File: src/rtl/led_mon_pkg.sv
// Shared types and constants for the LED bus pattern monitor.
// State encodings, LED width and default stall timeout.
package led_mon_pkg;

  localparam int LED_W = 16;

  localparam logic [31:0] STALL_DEFAULT = 32'd110_000_000;

  typedef enum logic [1:0] {
    IDLE    = 2'd0,
    ACQUIRE = 2'd1,
    LOCKED  = 2'd2,
    ERROR   = 2'd3
  } state_t;

endpackage

File: src/rtl/led_run_decode.sv
// Combinational decode of a 16-bit LED vector into run metrics.
// Ports: vec in; pop (lit count), head (run start), valid, zero out.
module led_run_decode
  import led_mon_pkg::*;
(
  input  logic [LED_W-1:0] vec,
  output logic [4:0]       pop,
  output logic [3:0]       head,
  output logic             valid,
  output logic             zero
);

  logic [4:0] starts;

  always_comb begin
    pop    = '0;
    starts = '0;
    head   = '0;
    for (int i = 0; i < LED_W; i++) begin
      pop = pop + 5'(vec[i]);
      if (vec[i] && !vec[(i + LED_W - 1) % LED_W]) begin
        starts = starts + 5'd1;
        head   = 4'(i);
      end
    end
  end

  assign zero  = (vec == '0);
  assign valid = (vec == '1) || (starts == 5'd1);

endmodule

File: src/rtl/led_pattern_monitor.sv
// Passive monitor for the rotating LED bus: locks, errors, stalls.
// Ports: clk, rst (async low), led in; state, locked, lit_count,
// head_pos, err_pulse, stall, err_cnt out. Macro: LED_MON_ERRCNT_EN.
module led_pattern_monitor
  import led_mon_pkg::*;
#(
  parameter int          LOCK_STEPS   = 2,
  parameter logic [31:0] STALL_CYCLES = STALL_DEFAULT
) (
  input  logic             clk,
  input  logic             rst,
  input  logic [LED_W-1:0] led,
  output logic [1:0]       state,
  output logic             locked,
  output logic [4:0]       lit_count,
  output logic [3:0]       head_pos,
  output logic             err_pulse,
  output logic             stall,
  output logic [7:0]       err_cnt
);

  localparam logic [4:0] LOCK_TH = 5'(LOCK_STEPS);

  state_t           st;
  logic [LED_W-1:0] led_q;
  logic [LED_W-1:0] led_p;
  logic [4:0]       pop_p;
  logic [3:0]       step;
  logic [31:0]      idle;

  logic [4:0] pop_q;
  logic [3:0] head_q;
  logic       valid_q;
  logic       zero_q;

  led_run_decode u_dec (
    .vec   (led_q),
    .pop   (pop_q),
    .head  (head_q),
    .valid (valid_q),
    .zero  (zero_q)
  );

  logic        chg;
  logic        legal;
  logic        first;
  logic        ok;
  logic        c_zero;
  logic        c_bad;
  logic        c_new;
  logic        c_step;
  logic        c_reload;
  logic        c_err;
  logic        err_set;
  logic [3:0]  step_nx;
  logic        lock_nx;
  logic [31:0] idle_nx;

  always_comb begin
    chg      = (led_q != led_p);
    legal    = (led_q == {led_p[LED_W-2:0], led_p[LED_W-1]});
    first    = (st == IDLE) || (st == ERROR);
    ok       = valid_q && !zero_q;
    c_zero   = zero_q;
    c_bad    = !zero_q && !valid_q;
    c_new    = ok && first;
    c_step   = ok && !first && legal;
    c_reload = ok && !first && !legal && (pop_q != pop_p);
    c_err    = ok && !first && !legal && (pop_q == pop_p);
    err_set  = chg && (c_bad || c_err);
    step_nx  = (step == 4'd15) ? step : step + 4'd1;
    lock_nx  = ({1'b0, step_nx} >= LOCK_TH);
    idle_nx  = (idle == '1) ? idle : idle + 32'd1;
  end

  always_ff @(posedge clk or negedge rst) begin
    if (!rst) begin
      st        <= IDLE;
      led_q     <= '0;
      led_p     <= '0;
      pop_p     <= '0;
      step      <= '0;
      idle      <= '0;
      lit_count <= '0;
      head_pos  <= '0;
      err_pulse <= 1'b0;
      stall     <= 1'b0;
    end else begin
      led_q     <= led;
      led_p     <= led_q;
      pop_p     <= pop_q;
      err_pulse <= err_set;
      if (chg) begin
        idle  <= '0;
        stall <= 1'b0;
        if (ok) begin
          lit_count <= pop_q;
          head_pos  <= head_q;
        end
        unique case (1'b1)
          c_zero: begin
            st        <= IDLE;
            step      <= '0;
            lit_count <= '0;
            head_pos  <= '0;
          end
          c_bad:    st <= ERROR;
          c_new: begin
            st   <= ACQUIRE;
            step <= '0;
          end
          c_step: begin
            step <= step_nx;
            st   <= lock_nx ? LOCKED : ACQUIRE;
          end
          c_reload: begin
            st   <= ACQUIRE;
            step <= '0;
          end
          c_err:    st <= ERROR;
        endcase
      end else if (st == LOCKED) begin
        idle <= idle_nx;
        // Timeout drops back to acquisition rather than ERROR.
        if (idle_nx == STALL_CYCLES) begin
          stall <= 1'b1;
          st    <= ACQUIRE;
          step  <= '0;
        end
      end
    end
  end

  assign state  = st;
  assign locked = (st == LOCKED);

`ifdef LED_MON_ERRCNT_EN
  logic [7:0] ecnt;

  always_ff @(posedge clk or negedge rst) begin
    if (!rst) begin
      ecnt <= '0;
    end else if (err_set && (ecnt != 8'hFF)) begin
      ecnt <= ecnt + 8'd1;
    end
  end

  assign err_cnt = ecnt;
`else
  assign err_cnt = 8'd0;
`endif

endmodule
File: config.mk
export PLATFORM = sky130hd
export DESIGN_NAME = led_pattern_monitor
export DESIGN_NICKNAME = d
export VERILOG_FILES = /design/src/rtl/led_mon_pkg.sv /design/src/rtl/led_run_decode.sv /design/src/rtl/led_pattern_monitor.sv
export SDC_FILE = /design/constraint.sdc
export NUM_CORES = 1
export LEC_CHECK = 0
export CORE_MARGIN = 10
export CORE_UTILIZATION = 30
export DETAILED_ROUTE_END_ITERATION = 8
export PLACE_DENSITY = 0.46
export SETUP_SLACK_MARGIN = 0.3
export SLEW_MARGIN = 20
export SYNTH_ARGS = -nofsm -noshare
export SYNTH_HDL_FRONTEND = slang
export SYNTH_SLANG_ARGS = --single-unit
File: constraint.sdc
create_clock -name clk -period 10.6 [get_ports clk]
set_input_delay 1.06 -clock clk [delete_from_list [all_inputs] [get_ports clk]]
set_output_delay 1.06 -clock clk [all_outputs]
set_load 0.01 [all_outputs]
==> out/qor.json, run 1 <==
{
  "status": {"value": "completed"},
  "drv.max_cap_violation_count": {"value": 0},
  "hold-worst-slack": {"value": 490, "unit": "ps"},
  "fp-row-count": {"value": 53},
  "max_stage_delay": {"value": 420, "unit": "ps"},
  "num_vias": {"value": 5241},
  "synth_sequential_area_ratio": {"value": 33.1, "unit": "%"},
  "synthTopCellsByArea": {"value": "dfrtp_1 (33%), xor2_1 (6.9%), xnor2_1 (6.2%)"},
  "pre_cts_slack": {"value": -223, "unit": "ps"},
  "seq_power_share": {"value": 29.0, "unit": "%"},
  "dp_hpwl": {"value": 12400, "unit": "um"},
  "power_density": {"value": 174, "unit": "nW/um2"},
  "setup-violations-final": {"value": 0},
  "simple_gate_fraction_of_synth_area": {"value": 22.3, "unit": "%"},
  "dominant_combinational_cell_family_by_area_after_synthesis": {"value": "simple AND/OR/NAND/NOR gates"},
  "cts_buffers": {"value": 9},
  "synth_cell_types": {"value": 88},
  "grt_pass1_vias": {"value": 5324},
  "timing_max_transition_violations_final": {"value": 0},
  "timing.hold.worst.class": {"value": "reg2reg"},
  "diodes": {"value": 0},
  "gp_routability_congestion": {"value": 0.862},
  "reported_net_switching_power": {"value": 474, "unit": "uW"},
  "final_cells": {"value": 1020},
  "hold_viol_final": {"value": 0},
  "synthesis.area": {"value": 6500, "unit": "um2"},
  "power_report.internal_total": {"value": 891, "unit": "uW"},
  "critical_path_arrival": {"value": 10290, "unit": "ps"},
  "timing.critical_path.max_delay_family": {"value": "adder cells"},
  "critical-path-top-cell-by-count": {"value": "ha_4"},
  "critical_path.reg2reg.endpoint": {"value": "lit_count[4]$_DFFE_PN0P_"},
  "dieArea": {"value": 27900, "unit": "um2"},
  "timing_worst_slew_pin_value": {"value": 895, "unit": "ps"},
  "vdd_drop_max": {"value": 79.0, "unit": "uV"},
  "dpl.cell_count": {"value": 986},
  "placed_standard_cell_area": {"value": 7050, "unit": "um2"},
  "tritoncts_clock_tree": {"value": "built"},
  "setup.worst_path.end": {"value": "lit_count[4]$_DFFE_PN0P_"},
  "synth_compound_gate_area_share": {"value": 14.1, "unit": "%"},
  "critPathMaxFanout": {"value": 5},
  "timing.critical_path.required": {"value": 10810, "unit": "ps"},
  "netlist.area_leader.share": {"value": 33.1, "unit": "%"},
  "synthToLayoutAreaGrowth": {"value": 21.0, "unit": "%"},
  "layout.cell_area.non_filler": {"value": 7860, "unit": "um2"},
  "reg2reg_from": {"value": "led_q[0]$_DFF_PN0_"},
  "dr.first_iter.drc_count": {"value": 296},
  "drt_first_pass_iters": {"value": 5},
  "final.period_utilization": {"value": 95.1, "unit": "%"},
  "leakagePower": {"value": 0.00320, "unit": "uW"},
  "setup_slack": {"value": 517, "unit": "ps"},
  "max-clock-path-buffers": {"value": 2},
  "netSwitchingFraction": {"value": 34.7, "unit": "%"},
  "cts_root_buffer": {"value": "clkbuf_16"},
  "share_clk_of_total_power": {"value": 23.5, "unit": "%"},
  "grt_pass1_wl": {"value": 27900, "unit": "um"},
  "portBuffers": {"value": 31},
  "tritoncts_num_sinks": {"value": 86},
  "top_level_ports": {"value": 40},
  "rrSetupSlack": {"value": 520, "unit": "ps"},
  "yosys.area_share.xor_xnor": {"value": 15.3, "unit": "%"},
  "timing.setup.tns": {"value": 0, "unit": "ps"},
  "skew": {"value": 8.41, "unit": "ps"},
  "postSynthCellCount": {"value": 699},
  "post_route_cells_drive_above_1_share": {"value": 15.0, "unit": "%"},
  "relSlewSlack": {"value": 40.1, "unit": "%"},
  "flop_and_latch_count_out_of_synthesis": {"value": 86},
  "placeableCoreArea": {"value": 21200, "unit": "um2"},
  "cpMaxStageDelayCell": {"value": "a221o_1"},
  "post-synth-top-count-cell": {"value": "dfrtp_1"},
  "r2r_cells": {"value": 54},
  "routed_wire_length_per_instance": {"value": 16.9, "unit": "um"},
  "antenna_found_initial": {"value": 0},
  "synth-main-ff-cell": {"value": "dfrtp_1"},
  "synth_fa_ha_area_share": {"value": 8.66, "unit": "%"},
  "synth_area_leader_cell": {"value": "dfrtp_1"},
  "timing_worst_setup_path_type": {"value": "reg2reg"},
  "critPathLaunchType": {"value": "register"},
  "grt_setup_unrepaired": {"value": "true"},
  "starting_utilization_of_the_core_area": {"value": 30.7, "unit": "%"},
  "routed_antenna_nets": {"value": 0},
  "finalCriticalPeriod": {"value": 10080, "unit": "ps"},
  "synthArstFlopShare": {"value": 100, "unit": "%"},
  "yosys-mux-area-fraction": {"value": 0.809, "unit": "%"},
  "crit_cells": {"value": 54},
  "drcViolationCount": {"value": 0},
  "number_of_enable_flip_flop_cells_after_synthesis": {"value": 0},
  "end_kind": {"value": "register"},
  "worst_setup_path_startpoint": {"value": "led_q[0]$_DFF_PN0_"},
  "global_route.usage.total": {"value": 12.0, "unit": "%"},
  "clk_pin_slew_worst_paths": {"value": 60, "unit": "ps"},
  "worstPathBufferInverterCount": {"value": 9},
  "most_numerous_cell_types_in_the_synthesized_netlist": {"value": "dfrtp_1 (86), nor2_1 (71), xor2_1 (51)"},
  "combinationalPowerShare": {"value": 47.6, "unit": "%"},
  "nets_final": {"value": 799},
  "fmaxAchievable": {"value": 99.2, "unit": "MHz"},
  "detail_route.wirelength": {"value": 17200, "unit": "um"},
  "post_synth.cell_area_avg": {"value": 9.30, "unit": "um2"},
  "width_of_the_chip": {"value": 167, "unit": "um"},
  "cts.htree.levels": {"value": 3},
  "dieHeight": {"value": 167, "unit": "um"},
  "grt_start_max_net_pins": {"value": 68},
  "clkLatencyLatePin": {"value": 340, "unit": "ps"},
  "synth_warnings": {"value": 0},
  "routed_via_density": {"value": 5.14},
  "grt-ovfl-total": {"value": 0}
}
-- sequential cells by signal (all words and copies together) (netlist names) --
name / cells
led_p: 16
stall: 1
head_pos: 4
state: 2
lit_count: 5
led_q: 16
idle: 32
step: 4
err_pulse: 1
pop_p: 5
-- routing by layer --
layer / wire, um / GRT usage (%)
met5: 0 / 0
met2: 8840 / 21.6
met3: 582 / 2.46
met1: 7590 / 14.1
met4: 233 / 2.84
-- through the flow --
stage	power [uW]	util [%]
3_3_place_gp	865	33.3
2_1_floorplan	742	-
4_1_cts	1290	35.5
3_5_place_dp	879	33.3
6_report	1360	37.2
5_1_grt	1450	37.2
-- cell usage in the layout, fill, tap and decap left out, types with 13 or more instances in the layout --
master	count
buf_4	27
inv_1	40
nand3_1	28
dfrtp_1	86
a21oi_1	19
nand2_1	41
ha_1	17
nand4_1	24
xor2_1	50
o21ai_0	20
clkdlybuf4s50_1	30
nor3_1	13
nor2_1	67
xnor2_1	46
-- how the worst min path moves through the flow --
stage | from | end | slack, ps | depth (start not counted)
floorplan | led_q[9]$_DFF_PN0_ | led_p[9]$_DFF_PN0_ | 360 | 0
CTS | lit_count[4]$_DFFE_PN0P_ | lit_count[4]$_DFFE_PN0P_ | 500 | 1
detailed placement | led_q[0]$_DFF_PN0_ | led_p[0]$_DFF_PN0_ | 480 | 0
finish | lit_count[4]$_DFFE_PN0P_ | lit_count[4]$_DFFE_PN0P_ | 490 | 1
global route | lit_count[4]$_DFFE_PN0P_ | lit_count[4]$_DFFE_PN0P_ | 510 | 1
global placement | led_q[0]$_DFF_PN0_ | led_p[0]$_DFF_PN0_ | 470 | 0
-- what timing repair did --
action,in CTS,in global routing
setup endpoints to repair,16,16
endpoints found under the hold margin,0,0
gates cloned,1,0
gates resized for setup,12,40
hold buffers,0,0
setup buffers,10,9
pin swaps,10,23
-- area by class of cell --
type                    count  area, um2
fillers                  2077      13300
multi-input cells         540       4340
flip-flops and latches     86       2150
repair buffers             61        573
well taps                 275        344
clock buffers              11        243
inverters                  44        165
clock inverters             3       46.3
-- power groups by stage --
stage	logic, uW	clock network, uW	registers (uW)
after floorplan	343	0	399
after global placement	466	0	400
after detailed placement	479	0	400
after CTS	563	335	394
after global routing	704	347	400
final	649	320	395
-- logic make-up after synthesis --
logic type / Yosys count
AO/OA/AOI/OAI: 119
multiplexers: 5
other: 1
adder cells (fa/ha/maj): 39
XOR/XNOR: 103
flip-flops: 86
AND/OR/NAND/NOR: 266
buffers and inverters: 80
(Power assumes the default switching activity.)
==> inputs of run 2 (changes only) <==
--- a/config.mk
+++ b/config.mk
@@ -5,12 +5,12 @@
 export SDC_FILE = /design/constraint.sdc
 export NUM_CORES = 1
 export LEC_CHECK = 0
-export CORE_MARGIN = 10
 export CORE_UTILIZATION = 30
 export DETAILED_ROUTE_END_ITERATION = 8
-export PLACE_DENSITY = 0.46
+export PLACE_DENSITY = 0.45
 export SETUP_SLACK_MARGIN = 0.3
 export SLEW_MARGIN = 20
 export SYNTH_ARGS = -nofsm -noshare
 export SYNTH_HDL_FRONTEND = slang
+export SYNTH_HIERARCHICAL = 1
 export SYNTH_SLANG_ARGS = --single-unit
==> out/qor.json, run 2 <==
{
  "combinationalPowerShare": {"value": 43.9, "unit": "%", "change": "-3.7 points"},
  "timing_worst_slew_pin_value": {"value": 1040, "unit": "ps", "change": "+149 ps"},
  "critPathMaxFanout": {"value": 4, "change": "-1"},
  "fmaxAchievable": {"value": 97.5, "unit": "MHz", "change": "-1.7%"},
  "width_of_the_chip": {"value": 159, "unit": "um", "change": "-5.1%"},
  "netlist.area_leader.share": {"value": 29.2, "unit": "%", "change": "-3.9 points"},
  "drt_first_pass_iters": {"value": 6, "change": "+1"},
  "antenna_found_initial": {"value": 0, "change": "unchanged"},
  "nets_final": {"value": 949, "change": "+19%"},
  "placeableCoreArea": {"value": 23800, "unit": "um2", "change": "+12%"},
  "cts_root_buffer": {"value": "clkbuf_16"},
  "timing.hold.worst.class": {"value": "reg2reg"},
  "synth_sequential_area_ratio": {"value": 29.2, "unit": "%", "change": "-3.9 points"},
  "post-layout-total-power": {"value": 1300, "unit": "uW", "change": "-4.5%"},
  "cts_buffers": {"value": 9, "change": "unchanged"},
  "max_stage_delay": {"value": 450, "unit": "ps", "change": "+30 ps"},
  "flop_and_latch_count_out_of_synthesis": {"value": 86, "change": "unchanged"},
  "synthTopCellsByArea": {"value": "dfrtp_1 (29%), xnor2_1 (6.5%), xor2_1 (5.3%)"},
  "global_route.peak_usage_layer": {"value": "met2"},
  "dpl.cell_count": {"value": 1173, "change": "+19%"},
  "clk_pin_slew_worst_paths": {"value": 70, "unit": "ps", "change": "about the same"},
  "timing_worst_setup_path_type": {"value": "reg2reg"},
  "worstPathBufferInverterCount": {"value": 4, "change": "-5"},
  "timing.critical_path.required": {"value": 10850, "unit": "ps", "change": "+40 ps"},
  "cts-hold-fix-buffers": {"value": 0, "change": "unchanged"},
  "tritoncts_num_sinks": {"value": 86, "change": "unchanged"},
  "fp-row-count": {"value": 56, "change": "+5.7%"},
  "power_density": {"value": 150, "unit": "nW/um2", "change": "-14%"},
  "grt-ovfl-total": {"value": 0, "change": "unchanged"},
  "post-synth-top-count-cell": {"value": "dfrtp_1"},
  "met1_usage": {"value": 22.7, "unit": "%", "change": "+8.6 points"},
  "layout.core_utilization": {"value": 36.6, "unit": "%", "change": "-0.58 points"},
  "postSynthCellCount": {"value": 857, "change": "+23%"},
  "timing.critical_path.max_delay_family": {"value": "adder cells"},
  "relSlewSlack": {"value": 30.1, "unit": "%", "change": "-9.9 points"},
  "final_common_cell": {"value": "dfrtp_1"},
  "clkLatencyLatePin": {"value": 360, "unit": "ps", "change": "+20 ps"},
  "top_level_ports": {"value": 40, "change": "unchanged"},
  "synthToLayoutAreaGrowth": {"value": 17.9, "unit": "%"},
  "starting_utilization_of_the_core_area": {"value": 31.0, "unit": "%", "change": "+0.29 points"},
  "global_route.usage.total": {"value": 16.5, "unit": "%", "change": "+4.5 points"},
  "grt_setup_unrepaired": {"value": "true"},
  "number_of_enable_flip_flop_cells_after_synthesis": {"value": 0, "change": "unchanged"},
  "synth_cell_types": {"value": 100, "change": "+14%"},
  "routed_antenna_nets": {"value": 0, "change": "unchanged"},
  "hold-worst-slack": {"value": 521, "unit": "ps", "change": "+30.7 ps"},
  "post_route_cells_drive_above_1_share": {"value": 15.2, "unit": "%", "change": "+0.21 points"},
  "synthArstFlopShare": {"value": 100, "unit": "%", "change": "unchanged"},
  "seq_power_share": {"value": 30.5, "unit": "%", "change": "+1.5 points"},
  "drv.max_cap_violation_count": {"value": 0, "change": "unchanged"},
  "dieArea": {"value": 25200, "unit": "um2", "change": "-9.9%"},
  "setup-violations-final": {"value": 0, "change": "unchanged"},
  "critical-path-top-cell-by-count": {"value": "ha_4"},
  "synthesis.area": {"value": 7370, "unit": "um2", "change": "+13%"},
  "critical_path_arrival": {"value": 10510, "unit": "ps", "change": "+220 ps"},
  "num_vias": {"value": 6250, "change": "+19%"},
  "global_route.usage.met3": {"value": 2.56, "unit": "%", "change": "+0.10 points"},
  "routed_wire_length_per_instance": {"value": 16.6, "unit": "um", "change": "-1.7%"},
  "regMostFlops": {"value": "idle"},
  "hold_viol_final": {"value": 0, "change": "unchanged"},
  "grt_pass1_wl": {"value": 33700, "unit": "um", "change": "+21%"},
  "drcViolationCount": {"value": 0, "change": "unchanged"},
  "max-clock-path-buffers": {"value": 2, "change": "unchanged"},
  "synth_warnings": {"value": 6, "change": "+6"},
  "skew": {"value": 12.0, "unit": "ps", "change": "+3.59 ps"},
  "dieHeight": {"value": 159, "unit": "um", "change": "-5.1%"},
  "leakagePower": {"value": 0.00337, "unit": "uW", "change": "+5.5%"},
  "dp_hpwl": {"value": 14900, "unit": "um", "change": "+20%"},
  "dr.first_iter.drc_count": {"value": 352, "change": "+19%"},
  "vdd_drop_max": {"value": 79.2, "unit": "uV", "change": "+0.15%"},
  "diodes": {"value": 0, "change": "unchanged"},
  "max_reg_flops": {"value": 32, "change": "unchanged"},
  "synth-main-ff-cell": {"value": "dfrtp_1"},
  "grt_pass1_vias": {"value": 6272, "change": "+18%"},
  "tritoncts_clock_tree": {"value": "built"},
  "status": {"value": "completed"},
  "share_clk_of_total_power": {"value": 25.7, "unit": "%", "change": "+2.2 points"},
  "synth_area_leader_cell": {"value": "dfrtp_1"},
  "reg.largest.list": {"value": "idle: 32 flops, led_p: 16 flops, led_q: 16 flops"},
  "final_cell_mix": {"value": "dfrtp_1 (84), nor2_1 (76), nand2_1 (61)"},
  "reported_net_switching_power": {"value": 468, "unit": "uW", "change": "-1.1%"},
  "post_synth.cell_area_avg": {"value": 8.60, "unit": "um2", "change": "-7.5%"},
  "critPathLaunchType": {"value": "register"},
  "final_cells": {"value": 1218, "change": "+19%"},
  "detail_route.wirelength": {"value": 20200, "unit": "um", "change": "+17%"},
  "timing.setup.tns": {"value": 0, "unit": "ps", "change": "unchanged"},
  "gp_routability_congestion": {"value": 0.830, "change": "-3.7%"},
  "portBuffers": {"value": 31, "change": "unchanged"},
  "power_report.internal_total": {"value": 834, "unit": "uW", "change": "-6.3%"},
  "cts.htree.levels": {"value": 3, "change": "unchanged"},
  "netSwitchingFraction": {"value": 36.0, "unit": "%", "change": "+1.2 points"},
  "most_numerous_cell_types_in_the_synthesized_netlist": {"value": "dfrtp_1 (86), nor2_1 (77), nand2_1 (62)"},
  "grt_start_max_net_pins": {"value": 58, "change": "-15%"},
  "routed_via_density": {"value": 5.13, "change": "-0.13%"},
  "cpMaxStageDelayCell": {"value": "dfrtp_2"},
  "finalCriticalPeriod": {"value": 10260, "unit": "ps", "change": "+174 ps"},
  "timing_max_transition_violations_final": {"value": 0, "change": "unchanged"},
  "met2_usage_in_global_routing": {"value": 27.1, "unit": "%", "change": "+5.4 points"},
  "final.period_utilization": {"value": 96.8, "unit": "%", "change": "+1.6 points"},
  "end_kind": {"value": "register"}
}
-- run 2: changes by cell type after synthesis, moves of 7 or more --
cell | previous run | this run
xnor2_1 | 46 | 55
buf_2 | 9 | 18
clkbuf_1 | 13 | 24
nor3_1 | 13 | 26
nor2b_1 | 5 | 17
o21ai_0 | 21 | 38
inv_1 | 43 | 50
a22oi_1 | 1 | 9
nand2_1 | 43 | 62
a21oi_1 | 19 | 31
-- run 2: metrics by stage --
| step | worst slack [ps] | cell area (um2) |
|---|---|---|
| 4_1_cts | 284 | 8470 |
| 5_1_grt | -328 | 8690 |
| 2_1_floorplan | 281 | 7480 |
| 3_3_place_gp | 37.0 | 8000 |
| 6_report | 343 | 8690 |
| 3_5_place_dp | -164 | 8000 |
-- run 2: worst min-delay path: cells and delay by family (launching register included) --
family                 cells  cell delay, ps
AO/OA/AOI/OAI              1              50
buffers and inverters      1              60
flip-flops                 1             380
-- run 2: kinds of logic (layout without fill, tap and decap cells) --
group	Yosys count	in the layout	share of synthesized area [%]
AO/OA/AOI/OAI	178	178	17.7
XOR/XNOR	103	103	12.9
adder cells (fa/ha/maj)	37	37	7.30
buffers and inverters	107	142	6.57
flip-flops	86	86	29.2
multiplexers	7	7	1.04
other	1	8	0.0509
AND/OR/NAND/NOR	338	338	25.2
-- run 2: repair_timing --
| item | in CTS | in global routing |
|---|---|---|
| resized for setup | 2 | 25 |
| pin swaps | 18 | 15 |
| endpoints found under the setup margin | 13 | 16 |
| buffers inserted | 20 | 9 |
-- run 2: path summary, 6_finish.rpt --
kind	cells past startpoint	to	startpoint	slack, ps
setup / recovery	57	step[2]$_DFFE_PN0P_	led_q[1]$_DFF_PN0_	340
hold / removal	2	stall$_DFFE_PN0P_	stall$_DFFE_PN0P_	520
setup reg to reg	57	step[2]$_DFFE_PN0P_	led_q[1]$_DFF_PN0_	340
hold reg to reg	2	stall$_DFFE_PN0P_	stall$_DFFE_PN0P_	520
max in group asynchronous	2	led_q[1]$_DFF_PN0_	rst	8900
min in group asynchronous	1	idle[0]$_DFFE_PN0P_	rst	690
-- run 2: metal layers --
layer,share of wire [%],vias up
met3,2.8,14
met5,0,-
li1,-,3127
met1,49,3010
met2,47,99
met4,0.98,0
-- run 2: power by group through the flow --
| stage | Combinational [uW] | Clock [uW] | Sequential, uW |
|---|---|---|---|
| finish | 571 | 334 | 397 |
| global route | 642 | 357 | 403 |
| CTS | 524 | 345 | 398 |
| detailed placement | 485 | 0 | 404 |
| global placement | 485 | 0 | 404 |
| floorplan | 349 | 0 | 403 |
-- run 2: area by class of cell --
class / instances / area (um2)
inverters: 50 / 193
fillers: 2492 / 15100
multi-input cells: 671 / 4990
repair buffers: 76 / 646
clock buffers: 9 / 225
well taps: 319 / 399
flip-flops and latches: 86 / 2150
clock inverters: 7 / 80.1
==> inputs of run 3 (changes only) <==
--- a/config.mk
+++ b/config.mk
@@ -5,9 +5,9 @@
 export SDC_FILE = /design/constraint.sdc
 export NUM_CORES = 1
 export LEC_CHECK = 0
-export CORE_UTILIZATION = 30
+export CORE_UTILIZATION = 53
 export DETAILED_ROUTE_END_ITERATION = 8
-export PLACE_DENSITY = 0.45
+export PLACE_DENSITY = 0.73
 export SETUP_SLACK_MARGIN = 0.3
 export SLEW_MARGIN = 20
 export SYNTH_ARGS = -nofsm -noshare
==> constraint.sdc (replaced) <==
create_clock -name clk -period 8.82 [get_ports clk]
set_input_delay 0.882 -clock clk [delete_from_list [all_inputs] [get_ports clk]]
set_output_delay 0.882 -clock clk [all_outputs]
set_load 0.01 [all_outputs]
==> out/qor.json, run 3 (synthesis results as in run 2) <==
{
  "placeableCoreArea": {"value": 13400, "unit": "um2", "change": "-44%"},
  "critPathMaxFanout": {"value": 3, "change": "-1"},
  "dr.first_iter.drc_count": {"value": 704, "change": "+100%"},
  "layout.core_utilization": {"value": 67.1, "unit": "%", "change": "+30 points"},
  "cts-hold-fix-buffers": {"value": 0, "change": "unchanged"},
  "routed_wire_length_per_instance": {"value": 18.4, "unit": "um", "change": "+11%"},
  "tritoncts_num_sinks": {"value": 86, "change": "unchanged"},
  "hold_viol_final": {"value": 0, "change": "unchanged"},
  "tritoncts_clock_tree": {"value": "built"},
  "power_density": {"value": 193, "unit": "nW/um2", "change": "+29%"},
  "drv.max_cap_violation_count": {"value": 0, "change": "unchanged"},
  "final_cell_mix": {"value": "buf_4 (89), dfrtp_1 (84), nor2_1 (74)"},
  "num-fill-cells": {"value": 1086, "change": "-56%"},
  "grt_start_max_net_pins": {"value": 72, "change": "+24%"},
  "synthToLayoutAreaGrowth": {"value": 22.0, "unit": "%"},
  "finalCriticalPeriod": {"value": 10670, "unit": "ps", "change": "+416 ps"},
  "dp_hpwl": {"value": 14600, "unit": "um", "change": "-2.1%"},
  "critPathLaunchType": {"value": "register"},
  "r2r_cells": {"value": 58, "change": "+1.8%"},
  "final_cells": {"value": 1124, "change": "-7.7%"},
  "skew": {"value": 9.85, "unit": "ps", "change": "-2.15 ps"},
  "portBuffers": {"value": 31, "change": "unchanged"},
  "global_route.usage.met3": {"value": 3.94, "unit": "%", "change": "+1.4 points"},
  "routed_antenna_nets": {"value": 0, "change": "unchanged"},
  "met1_usage": {"value": 41.8, "unit": "%", "change": "+19 points"},
  "timing.critical_path.required": {"value": 9070, "unit": "ps", "change": "-1780 ps"},
  "top_level_ports": {"value": 40, "change": "unchanged"},
  "global_route.peak_usage_layer": {"value": "met2"},
  "netSwitchingFraction": {"value": 35.7, "unit": "%", "change": "-0.23 points"},
  "width_of_the_chip": {"value": 120, "unit": "um", "change": "-24%"},
  "combinationalPowerShare": {"value": 49.0, "unit": "%", "change": "+5.1 points"},
  "max_reg_flops": {"value": 32, "change": "unchanged"},
  "timing_worst_setup_path_type": {"value": "reg2reg"},
  "timing.setup.tns": {"value": -27520, "unit": "ps", "change": "-27520 ps"},
  "grt_pass1_wl": {"value": 33200, "unit": "um", "change": "-1.4%"},
  "gp_routability_congestion": {"value": 0.927, "change": "+12%"},
  "status": {"value": "finished, violations left"},
  "met2_usage_in_global_routing": {"value": 45.1, "unit": "%", "change": "+18 points"},
  "critical-path-top-cell-by-count": {"value": "ha_4"},
  "global_route.usage.total": {"value": 29.1, "unit": "%", "change": "+13 points"},
  "post_route_cells_drive_above_1_share": {"value": 20.7, "unit": "%", "change": "+5.4 points"},
  "cts_buffers": {"value": 9, "change": "unchanged"},
  "max_stage_delay": {"value": 420, "unit": "ps", "change": "-30 ps"},
  "nets_final": {"value": 998, "change": "+5.2%"},
  "max-clock-path-buffers": {"value": 2, "change": "unchanged"},
  "dpl.cell_count": {"value": 1074, "change": "-8.4%"},
  "starting_utilization_of_the_core_area": {"value": 55.0, "unit": "%", "change": "+24 points"},
  "vdd_drop_max": {"value": 113, "unit": "uV", "change": "+43%"},
  "grt-ovfl-total": {"value": 0, "change": "unchanged"},
  "clkLatencyLatePin": {"value": 350, "unit": "ps", "change": "about the same"},
  "fmaxAchievable": {"value": 93.7, "unit": "MHz", "change": "-3.9%"},
  "final_common_cell": {"value": "buf_4"},
  "grt_pass1_vias": {"value": 6475, "change": "+3.2%"},
  "dieArea": {"value": 14400, "unit": "um2", "change": "-43%"},
  "post-layout-total-power": {"value": 1730, "unit": "uW", "change": "+33%"},
  "routed_via_density": {"value": 6.14, "change": "+20%"},
  "num_vias": {"value": 6906, "change": "+10%"},
  "antenna_found_initial": {"value": 0, "change": "unchanged"},
  "reg.largest.list": {"value": "idle: 32 flops, led_p: 16 flops, led_q: 16 flops"},
  "detail_route.wirelength": {"value": 20700, "unit": "um", "change": "+2.4%"},
  "drt_first_pass_iters": {"value": 5, "change": "-1"},
  "hold-worst-slack": {"value": 381, "unit": "ps", "change": "-140 ps"},
  "regMostFlops": {"value": "idle"},
  "clk_pin_slew_worst_paths": {"value": 70, "unit": "ps", "change": "about the same"},
  "timing_worst_slew_pin_value": {"value": 1200, "unit": "ps", "change": "+158 ps"},
  "leakagePower": {"value": 0.00363, "unit": "uW", "change": "+7.5%"},
  "relSlewSlack": {"value": 19.1, "unit": "%", "change": "-11 points"},
  "seq_power_share": {"value": 27.6, "unit": "%", "change": "-2.9 points"},
  "cpMaxStageDelayCell": {"value": "dfrtp_2"},
  "fp-row-count": {"value": 42, "change": "-25%"},
  "timing_max_transition_violations_final": {"value": 0, "change": "unchanged"},
  "cts_root_buffer": {"value": "clkbuf_16"},
  "setup-violations-final": {"value": 16, "change": "+16"},
  "final.period_utilization": {"value": 121, "unit": "%", "change": "+24 points"},
  "setup_slack": {"value": -1850, "unit": "ps", "change": "-2200 ps"},
  "grt_setup_unrepaired": {"value": "true"},
  "critical_path_arrival": {"value": 10920, "unit": "ps", "change": "+410 ps"},
  "dieHeight": {"value": 120, "unit": "um", "change": "-24%"},
  "end_kind": {"value": "register"},
  "timing.hold.worst.class": {"value": "in2async"},
  "cts.htree.levels": {"value": 3, "change": "unchanged"},
  "power_report.internal_total": {"value": 1110, "unit": "uW", "change": "+33%"},
  "share_clk_of_total_power": {"value": 23.4, "unit": "%", "change": "-2.3 points"},
  "drcViolationCount": {"value": 0, "change": "unchanged"},
  "failed_checks": {"value": "negative setup slack"},
  "reported_net_switching_power": {"value": 619, "unit": "uW", "change": "+32%"},
  "diodes": {"value": 0, "change": "unchanged"}
}
run 3: changes by cell type in the layout (fill, tap and decap cells not counted), sizes merged:
cell    change
buf        +49
inv         -3
clkbuf      +3
run 3: what timing repair did:
action	CTS	global route
gates resized for setup	21	22
setup endpoints to repair	16	16
pin swaps	24	16
setup buffers	25	9
run 3: stage by stage:
| step | setup WS, ps | area, um2 |
|---|---|---|
| floorplan | -1430 | 7530 |
| global placement | -1260 | 8200 |
| detailed placement | -1790 | 8200 |
| CTS | -1510 | 8800 |
| global route | -2110 | 8990 |
| finish | -1850 | 8990 |
run 3: critical path, delay by kind of cell (launching register included):
| family | cells | cell delay [ps] |
|---|---|---|
| AOI/OAI and AO/OA | 20 | 3810 |
| adders and majority gates | 15 | 3660 |
| and+or+nand+nor | 11 | 970 |
| buffers and inverters | 8 | 830 |
| muxes | 3 | 730 |
| DFF | 1 | 420 |
| xor gates and xnor gates | 1 | 130 |
run 3: path summary, 6_finish.rpt:
check | to | start | slack, ps
setup / recovery | step[2]$_DFFE_PN0P_ | led_q[0]$_DFF_PN0_ | -1850
hold reg to reg | stall$_DFFE_PN0P_ | stall$_DFFE_PN0P_ | 530
hold / removal | lit_count[2]$_DFFE_PN0P_ | rst | 380
setup reg to reg | step[2]$_DFFE_PN0P_ | led_q[0]$_DFF_PN0_ | -1850
max in group asynchronous | led_q[1]$_DFF_PN0_ | rst | 7200
min in group clk | stall$_DFFE_PN0P_ | stall$_DFFE_PN0P_ | 530
run 3: area by class of cell:
type                            count  area (um2)  share of cell area (%)
Clock buffer                       12         256                    2.85
Clock inverter                      4        55.1                   0.613
Inverter                           50         198                    2.20
Multi-Input combinational cell    671        5070                    56.4
Sequential cell                    86        2150                    24.0
Tap cell                          176         220                    2.45
Timing Repair Buffer              125        1040                    11.5
run 3: power by group through the flow:
stage / combinational (uW) / sequential (uW) / clock [uW]
5_1_grt: 916 / 482 / 424
6_report: 848 / 478 / 406
3_5_place_dp: 650 / 481 / 0
2_1_floorplan: 435 / 485 / 0
4_1_cts: 743 / 475 / 410
3_3_place_gp: 625 / 479 / 0
run 3: per-layer routing:
metal / vias to the layer above / wire length (um)
met4: 0 / 393
met5: - / 0
met1: 3396 / 9720
met2: 245 / 9470
li1: 3227 / -
met3: 38 / 1140
